===== config.mk =====
export PLATFORM = sky130hd
export DESIGN_NAME = rbz_spi_reg_ctrl
export DESIGN_NICKNAME = d
export VERILOG_FILES = /design/src/rtl/rbz_spi_reg_ctrl.sv
export SDC_FILE = /design/constraint.sdc
export NUM_CORES = 1
export LEC_CHECK = 0
export CAP_MARGIN = 10
export CORE_MARGIN = 2
export CORE_UTILIZATION = 55
export CTS_CLUSTER_DIAMETER = 150
export DETAILED_ROUTE_END_ITERATION = 6
export HOLD_SLACK_MARGIN = 0.12
export PLACE_DENSITY_LB_ADDON = 0.3
export SLEW_MARGIN = 20
export SYNTH_ARGS = -nofsm -noshare
export SYNTH_HDL_FRONTEND = slang
export SYNTH_SLANG_ARGS = --single-unit

===== constraint.sdc =====
create_clock -name clk -period 2.7 [get_ports clk]
set_clock_uncertainty 0.15 [all_clocks]
set_input_delay 0.675 -clock clk [delete_from_list [all_inputs] [get_ports clk]]
set_output_delay 0.675 -clock clk [all_outputs]
set_load 0.02 [all_outputs]

===== src/rtl/rbz_spi_reg_ctrl.sv =====
// SPI-slave register bank for the rbzero raycaster: SPI frames land in a shadow bank that is
// copied to the live bank at vblank start. Define RBZ_SPI_MISO_EN to build live-bank readback on o_miso.
module rbz_spi_reg_ctrl #(
  parameter int                ADDR_W    = 3,
  parameter int                DATA_W    = 16,
  parameter logic [DATA_W-1:0] RESET_VAL = {DATA_W{1'b0}}
) (
  input  logic                             clk,
  input  logic                             rst_n,
  input  logic                             i_sclk,
  input  logic                             i_mosi,
  input  logic                             i_ss_n,
  input  logic                             i_vblank,
  output logic                             o_miso,
  output logic [(2**ADDR_W)*DATA_W-1:0]    o_regs,
  output logic                             o_wr_strobe,
  output logic                             o_commit,
  output logic                             o_frame_err,
  output logic                             o_busy
);

  localparam int NREGS   = 2**ADDR_W;
  localparam int FRAME_W = ADDR_W + DATA_W;
  localparam int CNT_W   = $clog2(FRAME_W + 1);

  typedef enum logic [1:0] {
    ST_IDLE  = 2'd0,
    ST_SHIFT = 2'd1,
    ST_DONE  = 2'd2
  } state_e;

  state_e             state_q, state_d;
  logic [2:0]         sclk_sync_q, sclk_sync_d;
  logic [1:0]         ss_sync_q, ss_sync_d;
  logic [1:0]         mosi_sync_q, mosi_sync_d;
  logic               vblank_q, vblank_d;
  logic [CNT_W-1:0]   cnt_q, cnt_d;
  logic [FRAME_W-2:0] shift_q, shift_d;
  logic [DATA_W-1:0]  shadow_q [NREGS];
  logic [DATA_W-1:0]  shadow_d [NREGS];
  logic [DATA_W-1:0]  live_q [NREGS];
  logic [DATA_W-1:0]  live_d [NREGS];
  logic [NREGS-1:0]   pending_q, pending_d;
  logic               wr_strobe_q, wr_strobe_d;
  logic               commit_q, commit_d;
  logic               frame_err_q, frame_err_d;
  logic               busy_q, busy_d;

  logic               sclk_rise_s;
  logic               ss_n_s;
  logic               mosi_s;
  logic               vblank_rise_s;
  logic [FRAME_W-1:0] frame_s;
  logic [ADDR_W-1:0]  frame_addr_s;
  logic [DATA_W-1:0]  frame_data_s;
  logic [NREGS-1:0]   wr_mask_s;
  logic [NREGS-1:0]   commit_mask_s;

  // Synchroniser taps; frame_s includes the bit being sampled this cycle.
  always_comb begin
    sclk_sync_d  = {sclk_sync_q[1:0], i_sclk};
    ss_sync_d    = {ss_sync_q[0], i_ss_n};
    mosi_sync_d  = {mosi_sync_q[0], i_mosi};
    vblank_d     = i_vblank;
    sclk_rise_s  = sclk_sync_q[1] & ~sclk_sync_q[2];
    ss_n_s       = ss_sync_q[1];
    mosi_s       = mosi_sync_q[1];
    frame_s      = {shift_q, mosi_s};
    frame_addr_s = frame_s[FRAME_W-1 -: ADDR_W];
    frame_data_s = frame_s[DATA_W-1:0];
  end

  // Frame FSM: DONE swallows trailing bits so an over-long frame writes only once.
  always_comb begin
    state_d     = state_q;
    cnt_d       = cnt_q;
    shift_d     = shift_q;
    wr_mask_s   = {NREGS{1'b0}};
    frame_err_d = 1'b0;
    case (state_q)
      ST_IDLE: begin
        if (!ss_n_s) begin
          state_d = ST_SHIFT;
          cnt_d   = {CNT_W{1'b0}};
          shift_d = {(FRAME_W-1){1'b0}};
        end else begin
          state_d = ST_IDLE;
        end
      end
      ST_SHIFT: begin
        if (ss_n_s) begin
          state_d     = ST_IDLE;
          frame_err_d = 1'b1;
        end else if (sclk_rise_s) begin
          shift_d = {shift_q[FRAME_W-3:0], mosi_s};
          cnt_d   = cnt_q + CNT_W'(1);
          if (cnt_q == CNT_W'(FRAME_W - 1)) begin
            wr_mask_s = {{(NREGS-1){1'b0}}, 1'b1} << frame_addr_s;
            state_d   = ST_DONE;
          end else begin
            state_d = ST_SHIFT;
          end
        end else begin
          state_d = ST_SHIFT;
        end
      end
      ST_DONE: begin
        if (ss_n_s) begin
          state_d = ST_IDLE;
        end else begin
          state_d = ST_DONE;
        end
      end
      default: begin
        state_d = ST_IDLE;
      end
    endcase
    wr_strobe_d = |wr_mask_s;
    busy_d      = (state_d != ST_IDLE);
  end

  // Commit reads the pre-write shadow, so a same-cycle write stays pending for the next vblank.
  always_comb begin
    vblank_rise_s = i_vblank & ~vblank_q;
    commit_mask_s = vblank_rise_s ? pending_q : {NREGS{1'b0}};
    for (int n = 0; n < NREGS; n++) begin
      shadow_d[n] = wr_mask_s[n] ? frame_data_s : shadow_q[n];
      live_d[n]   = commit_mask_s[n] ? shadow_q[n] : live_q[n];
    end
    pending_d = (pending_q & ~commit_mask_s) | wr_mask_s;
    commit_d  = |commit_mask_s;
  end

  // State registers with synchronous active-low reset.
  always_ff @(posedge clk) begin
    if (!rst_n) begin
      state_q     <= ST_IDLE;
      sclk_sync_q <= 3'b000;
      ss_sync_q   <= 2'b11;
      mosi_sync_q <= 2'b00;
      vblank_q    <= 1'b0;
      cnt_q       <= {CNT_W{1'b0}};
      shift_q     <= {(FRAME_W-1){1'b0}};
      pending_q   <= {NREGS{1'b0}};
      wr_strobe_q <= 1'b0;
      commit_q    <= 1'b0;
      frame_err_q <= 1'b0;
      busy_q      <= 1'b0;
      for (int n = 0; n < NREGS; n++) begin
        shadow_q[n] <= RESET_VAL;
        live_q[n]   <= RESET_VAL;
      end
    end else begin
      state_q     <= state_d;
      sclk_sync_q <= sclk_sync_d;
      ss_sync_q   <= ss_sync_d;
      mosi_sync_q <= mosi_sync_d;
      vblank_q    <= vblank_d;
      cnt_q       <= cnt_d;
      shift_q     <= shift_d;
      pending_q   <= pending_d;
      wr_strobe_q <= wr_strobe_d;
      commit_q    <= commit_d;
      frame_err_q <= frame_err_d;
      busy_q      <= busy_d;
      shadow_q    <= shadow_d;
      live_q      <= live_d;
    end
  end

  for (genvar g = 0; g < NREGS; g++) begin : g_regs
    assign o_regs[g*DATA_W +: DATA_W] = live_q[g];
  end

  assign o_wr_strobe = wr_strobe_q;
  assign o_commit    = commit_q;
  assign o_frame_err = frame_err_q;
  assign o_busy      = busy_q;

`ifdef RBZ_SPI_MISO_EN
  logic [DATA_W-1:0] tx_q, tx_d;
  logic              miso_q, miso_d;
  logic              sclk_fall_s;
  logic [ADDR_W-1:0] rd_addr_s;

  // Readback loads the committed value once the address is complete, then shifts on falling edges.
  always_comb begin
    sclk_fall_s = ~sclk_sync_q[1] & sclk_sync_q[2];
    rd_addr_s   = frame_s[ADDR_W-1:0];
    if (state_q != ST_SHIFT) begin
      tx_d = {DATA_W{1'b0}};
    end else if (sclk_rise_s && (cnt_q == CNT_W'(ADDR_W - 1))) begin
      tx_d = live_q[rd_addr_s];
    end else if (sclk_fall_s) begin
      tx_d = {tx_q[DATA_W-2:0], 1'b0};
    end else begin
      tx_d = tx_q;
    end
    miso_d = (state_d == ST_SHIFT) ? tx_d[DATA_W-1] : 1'b0;
  end

  // Readback registers.
  always_ff @(posedge clk) begin
    if (!rst_n) begin
      tx_q   <= {DATA_W{1'b0}};
      miso_q <= 1'b0;
    end else begin
      tx_q   <= tx_d;
      miso_q <= miso_d;
    end
  end

  assign o_miso = miso_q;
`else
  assign o_miso = 1'b0;
`endif

endmodule

==> results of run 1 <==
## worst min path at each step
| stage | startpoint | end | slack (ps) | depth (start not counted) |
|---|---|---|---|---|
| 6_report | ss_sync_q[0] | ss_sync_q[1] | 270 | 1 |
| 5_1_grt | ss_sync_q[0] | ss_sync_q[1] | 290 | 1 |
| 4_1_cts | ss_sync_q[0] | ss_sync_q[1] | 280 | 1 |
| 3_5_place_dp | ss_sync_q[0] | ss_sync_q[1] | 260 | 1 |
| 3_3_place_gp | ss_sync_q[0] | ss_sync_q[1] | 240 | 1 |
| 2_1_floorplan | ss_sync_q[0] | ss_sync_q[1] | 240 | 1 |
## sequential cells by signal, indices dropped and copies added, names as in the netlist
name         count
shadow_q       128
state_q          2
o_commit         1
o_wr_strobe      1
sclk_sync_q      3
ss_sync_q        2
o_frame_err      1
cnt_q            5
o_regs         128
vblank_q         1
mosi_sync_q      2
o_busy           1
pending_q        8
shift_q         18
## cell families after synthesis
group | count (synthesis)
buffers and inverters | 96
AND/OR/NAND/NOR | 508
other | 1
flip-flops | 301
adder cells (fa/ha/maj) | 2
XOR/XNOR | 4
multiplexers | 1
AO/OA/AOI/OAI | 292
## power groups by stage
stage               sequential (uW)  clock (uW)  combinational [uW]
floorplan                      4550           0                 111
global placement               4550           0                 140
detailed placement             4550           0                 140
CTS                            4450        4210                 141
global route                   4450        4390                 154
finish                         4450        4170                 142
## through the flow
stage	setup slack [ps]	instances	total power, uW	area [sq um]
2_1_floorplan	819	1205	4660	10600
4_1_cts	320	1580	8800	13100
3_5_place_dp	175	1530	4690	12100
5_1_grt	311	1580	8990	13100
3_3_place_gp	214	1530	4690	12100
6_report	326	1580	8770	13100
## cell type report
cell class	instances	area (sq um)	area share
Multi-Input combinational cell	808	4180	0.320
Tap cell	260	325	0.0249
Clock inverter	8	140	0.0107
Inverter	2	7.51	0.000574
Timing Repair Buffer	159	1550	0.118
Sequential cell	301	6030	0.460
Clock buffer	42	855	0.0653
## metal layers
metal / track usage / wire length [um] / up-vias
met5: 0 / 0 / -
met4: 0.0651 / 624 / 0
met3: 0.0265 / 1360 / 42
met2: 0.387 / 11800 / 257
met1: 0.348 / 11300 / 4099
li1: - / - / 4245
## layout by cell type (no fill, tap or decap), types with 3 or more instances in the layout
master           instances
clkdlybuf4s50_1        136
dfxtp_1                301
clkbuf_8                 8
buf_4                   21
nand4_1                  5
nor4_1                   3
nand4b_1                 4
nor2_1                   9
o21ai_0                129
clkbuf_1                 5
nand2_1                309
nand3_1                148
clkbuf_16               29
clkinv_2                 4
a21boi_1                 9
bufinv_16                4
xnor2_1                  3
a21boi_0               146
and2_1                  14
nand2b_1                 5
a21oi_1                  3
## worst reg2reg max path: cells and delay by family, from the launching register on
kind	cells	cell delay, ps
simple gates	3	750
buf+inv	2	350
flops	1	350
fa+ha+maj	1	170
compound gates	1	90
==> metrics.cfg, run 1 <==
[critical_path]
crit_slowest_cell=clkdlybuf4s50_1
rr_endpoint=shadow_q[4]
setup.worst_path.class=register to output port
path_cells=clkdlybuf4s50_1
reg2reg_depth=7
worstPathMaxFanout=2
crit_arrival_ps=1550
required_ps=1880
r2r_slack_ps=710
start_kind=register
rr_startpoint=cnt_q[0]
endpoint=o_regs[79]
crit_start=o_regs[79]
cp-end-kind=output port
cp_top_family=buffers and inverters
cp.buffers_inverters=1
cpPeakStageDelay_ps=630
cp.depth=1

[route]
drt-pass1-iter-count=5
ant_nets=0
vias=8643
drtIter0Drc=845
via_per_inst=5.47
route.final.wire_length_um=25100
routedWlPerCell_um=15.9
drc=0

[synth]
synth_ff_type=dfxtp_1
ys_top_cells_by_area=dfxtp_1, nand2_1, a21boi_0
seq_area_frac_synth=0.568
yosys_warnings=0
synth_mux_area_frac=0.00106
synth_cells=1205
synth_xor_area_frac=0.00330
synth_edf_count=0
synth_nets=1213
synth.largest_area_cell=dfxtp_1
synth_area_sq_um=10600
syn_avg_cell_area_sq_um=8.81
synth_top_family_by_area=simple AND/OR/NAND/NOR gates
synth_compound_area_frac=0.176
synthArstFlopShare=0
synth_top_area_frac=0.568
ys_ff_latch=301
synth_most_common_cell=nand2_1
synthAdderAreaFrac=0.00236
netlist_top_cells_count=nand2_1, dfxtp_1, nand3_1
yosysUniqueCellTypes=39
synth-simple-area-share=0.211

[sta]
tns_ps=0
tightest_slew_ps=810
final-hold-violation-count=0
finalSetupViolCount=0
fmax_ghz=0.421
fin_crit_sh=0.879
slew_headroom=0.460
hold-worst-slack_ps=271
rsz0062_at_grt=false
drv_slew=0
min_period_ps=2370

[min_path]
hold_class=register to register

[layout]
layout-drive-gt1-share=0.0553
area_delta_synth_final_pct=23.3
finish.utilization=0.695
fillers=1475
nets=1308
diodes=0

[global_route]
grt_max_degree=119
grt_pass1_wl_um=39600
gr-total-overflow=0
grt_use_total=0.241
grt_antenna_before_repair=0
grt_pass1_vias=7590

[floorplan]
die_height_um=143
die_width_um=143
initial_core_util=0.564
row_count=50
ios=139
fp.dieArea_sq_um=20400
core-area_sq_um=18800

[clock_network]
insertion_delay_ps=530
htreeDepth=1
post_cts_buffers=0
cts_tree=done
cts_num_sinks=301
cts_hold_buf=0
cts_buffer_depth=3
cts-root-buf=clkbuf_16
cts-buffers-inserted=28
clkTransAtPathRegs_ps=60
post_cts_resized=0

[power]
powerDensity_nw_per_um2=670
p_int_uw=7050
power_frac_clock=0.476
vdd_drop_max_mv=0.486
power_frac_seq=0.508
switchingPower_uw=1710
swShare=0.196
leakagePower_uw=0.00428
combPwrFrac=0.016

[placed_design]
portBuffers=137
dp_hpwl_um=15300
gp_congestion=0.809

[run_status]
outcome=finished, final reports clean

[job]
max_cap_viol_count=0

Power figures use the tool's default switching activity.
==> run 2, diff against run 1 <==
--- a/config.mk
+++ b/config.mk
@@ -6,7 +6,7 @@
 export NUM_CORES = 1
 export LEC_CHECK = 0
 export CAP_MARGIN = 10
-export CORE_MARGIN = 2
+export CORE_MARGIN = 5
 export CORE_UTILIZATION = 55
 export CTS_CLUSTER_DIAMETER = 150
 export DETAILED_ROUTE_END_ITERATION = 6
==> run 2 against run 1 <==
Net effect:
- sequential cell count is the same
- critical path type unchanged
- clock power shrank 5.0%
- critical endpoint unchanged
- sequential share of layout area grew 0.16 points
- final area shrank 0.35%
- count of clock-buffer cells in the layout grew 3
- register-to-register slack gained 30 ps
- largest power group unchanged
- largest cell class unchanged
==> metrics.cfg, run 2 (synthesis gave the netlist of run 1 again) <==
[run_status]
outcome=finished, final reports clean

[layout]
mostFrequentLayoutCells=nand2_1, dfxtp_1, nand3_1
multi_input_area_sq_um=4180  ; unchanged
fin_area_sq_um=13000  ; -0.35%
layout-drive-gt1-share=0.0560  ; +0.000673
nets=1309  ; +0.076%
layout_commonest_cell=nand2_1
stdcell_count=1582  ; +0.13%
regArea_sq_um=6030  ; unchanged
area_delta_synth_final_pct=22.8
fillers=1528  ; +3.6%
diodes=0  ; unchanged

[sta]
min_period_ps=2390  ; +12.3 ps
finalSetupViolCount=0  ; unchanged
fmax_ghz=0.419  ; -0.52%
tightest_slew_ps=799  ; -11.5 ps
final-hold-violation-count=0  ; unchanged
fin_crit_sh=0.884  ; +0.00456
slew_headroom=0.467  ; +0.00765
drv_slew=0  ; unchanged
tns_ps=0  ; unchanged
rsz0062_at_grt=false

[global_route]
grt_pass1_wl_um=40300  ; +1.7%
grt_pass1_vias=7755  ; +2.2%
grt_use_total=0.221  ; -0.0201
grt_antenna_before_repair=0  ; unchanged
gr-total-overflow=0  ; unchanged
grt_max_degree=137  ; +15%

[floorplan]
initial_core_util=0.564  ; unchanged
core-area_sq_um=18800  ; unchanged
row_count=50  ; unchanged
fp.dieArea_sq_um=22200  ; +8.6%
ios=139  ; unchanged
die_width_um=149  ; +4.2%
die_height_um=149  ; +4.2%

[critical_path]
crit_slowest_cell=clkdlybuf4s50_1
setup.worst_path.class=register to output port
r2r_slack_ps=740  ; +30 ps
worstPathMaxFanout=2  ; unchanged
start_kind=register
crit_arrival_ps=1560  ; about the same
path_cells=clkdlybuf4s50_1
cp.buffers_inverters=1  ; unchanged
required_ps=1880  ; about the same
cp_top_family=buffers and inverters
cpPeakStageDelay_ps=650  ; +20 ps
cp-end-kind=output port

[clock_network]
cts-root-buf=clkbuf_16
cts_num_sinks=301  ; unchanged
htreeDepth=1  ; unchanged
insertion_delay_ps=540  ; about the same
post_cts_resized=0  ; unchanged
cts_buffer_depth=3  ; unchanged
cts_tree=done
post_cts_buffers=0  ; unchanged
clkTransAtPathRegs_ps=60  ; about the same
cts-buffers-inserted=29  ; +3.6%
cts_hold_buf=0  ; unchanged

[route]
drc=0  ; unchanged
vias=8508  ; -1.6%
route.final.wire_length_um=25400  ; +1.2%
routedWlPerCell_um=16.0  ; +1.0%
drt-pass1-iter-count=5  ; unchanged
via_per_inst=5.38  ; -1.7%
ant_nets=0  ; unchanged
drtIter0Drc=559  ; -34%

[placed_design]
placed_cell_area_sq_um=12100  ; unchanged
gp_congestion=0.795  ; -1.8%
dp_hpwl_um=15800  ; +3.4%
dp.cells=1530  ; unchanged
portBuffers=137  ; unchanged

[power]
power_frac_clock=0.463  ; -0.013
vdd_drop_max_mv=0.544  ; +12%
leakagePower_uw=0.00426  ; -0.53%
combPwrFrac=0.017  ; about the same
swShare=0.201  ; +0.00584
switchingPower_uw=1720  ; +0.53%
power_frac_seq=0.520  ; +0.012
powerDensity_nw_per_um2=656  ; -2.0%
power_uw=8560  ; -2.4%
p_int_uw=6830  ; -3.1%

[job]
max_cap_viol_count=0  ; unchanged

[min_path]
hold_class=register to register

run 2: cell types whose count changed in the layout (fill, tap and decap cells not counted):
cell,delta
clkbuf_8,+2
clkinv_2,+1
bufinv_16,-3
clkbuf_1,+1
clkinvlp_4,+1
run 2: path summary, 6_finish.rpt:
kind                start  depth (start not counted)           end
max            o_regs[79]                          1    o_regs[79]
min          ss_sync_q[0]                          1  ss_sync_q[1]
max reg2reg      cnt_q[1]                          6  shadow_q[20]
min reg2reg  ss_sync_q[0]                          1  ss_sync_q[1]
run 2: power groups by stage:
stage	Clock [uW]	Combinational (uW)	Sequential, uW
after global routing	4210	153	4450
after global placement	0	140	4550
after CTS	4010	140	4450
final	3960	141	4450
after detailed placement	0	139	4550
after floorplan	0	111	4550
run 2: metal layers:
metal / share of wire / global-route usage / vias to the layer above
met5: 0 / 0 / -
met4: 0.029 / 0.0769 / 0
met3: 0.052 / 0.0319 / 54
met2: 0.47 / 0.357 / 217
met1: 0.45 / 0.306 / 3990
li1: - / - / 4247
run 2: through the flow:
stage | setup slack [ps] | hold slack (ps) | util
finish | 314 | 271 | 0.693
global route | 275 | 293 | 0.693
CTS | 318 | 281 | 0.693
detailed placement | 179 | 266 | 0.642
global placement | 238 | 240 | 0.642
floorplan | 819 | 236 | -
run 2: final cells by class:
| cell class | count | area share |
|---|---|---|
| repair buffers | 159 | 0.119 |
| flip-flops and latches | 301 | 0.462 |
| well taps | 260 | 0.0249 |
| clock inverters | 7 | 0.00480 |
| multi-input cells | 808 | 0.321 |
| inverters | 2 | 0.000576 |
| clock buffers | 45 | 0.0679 |
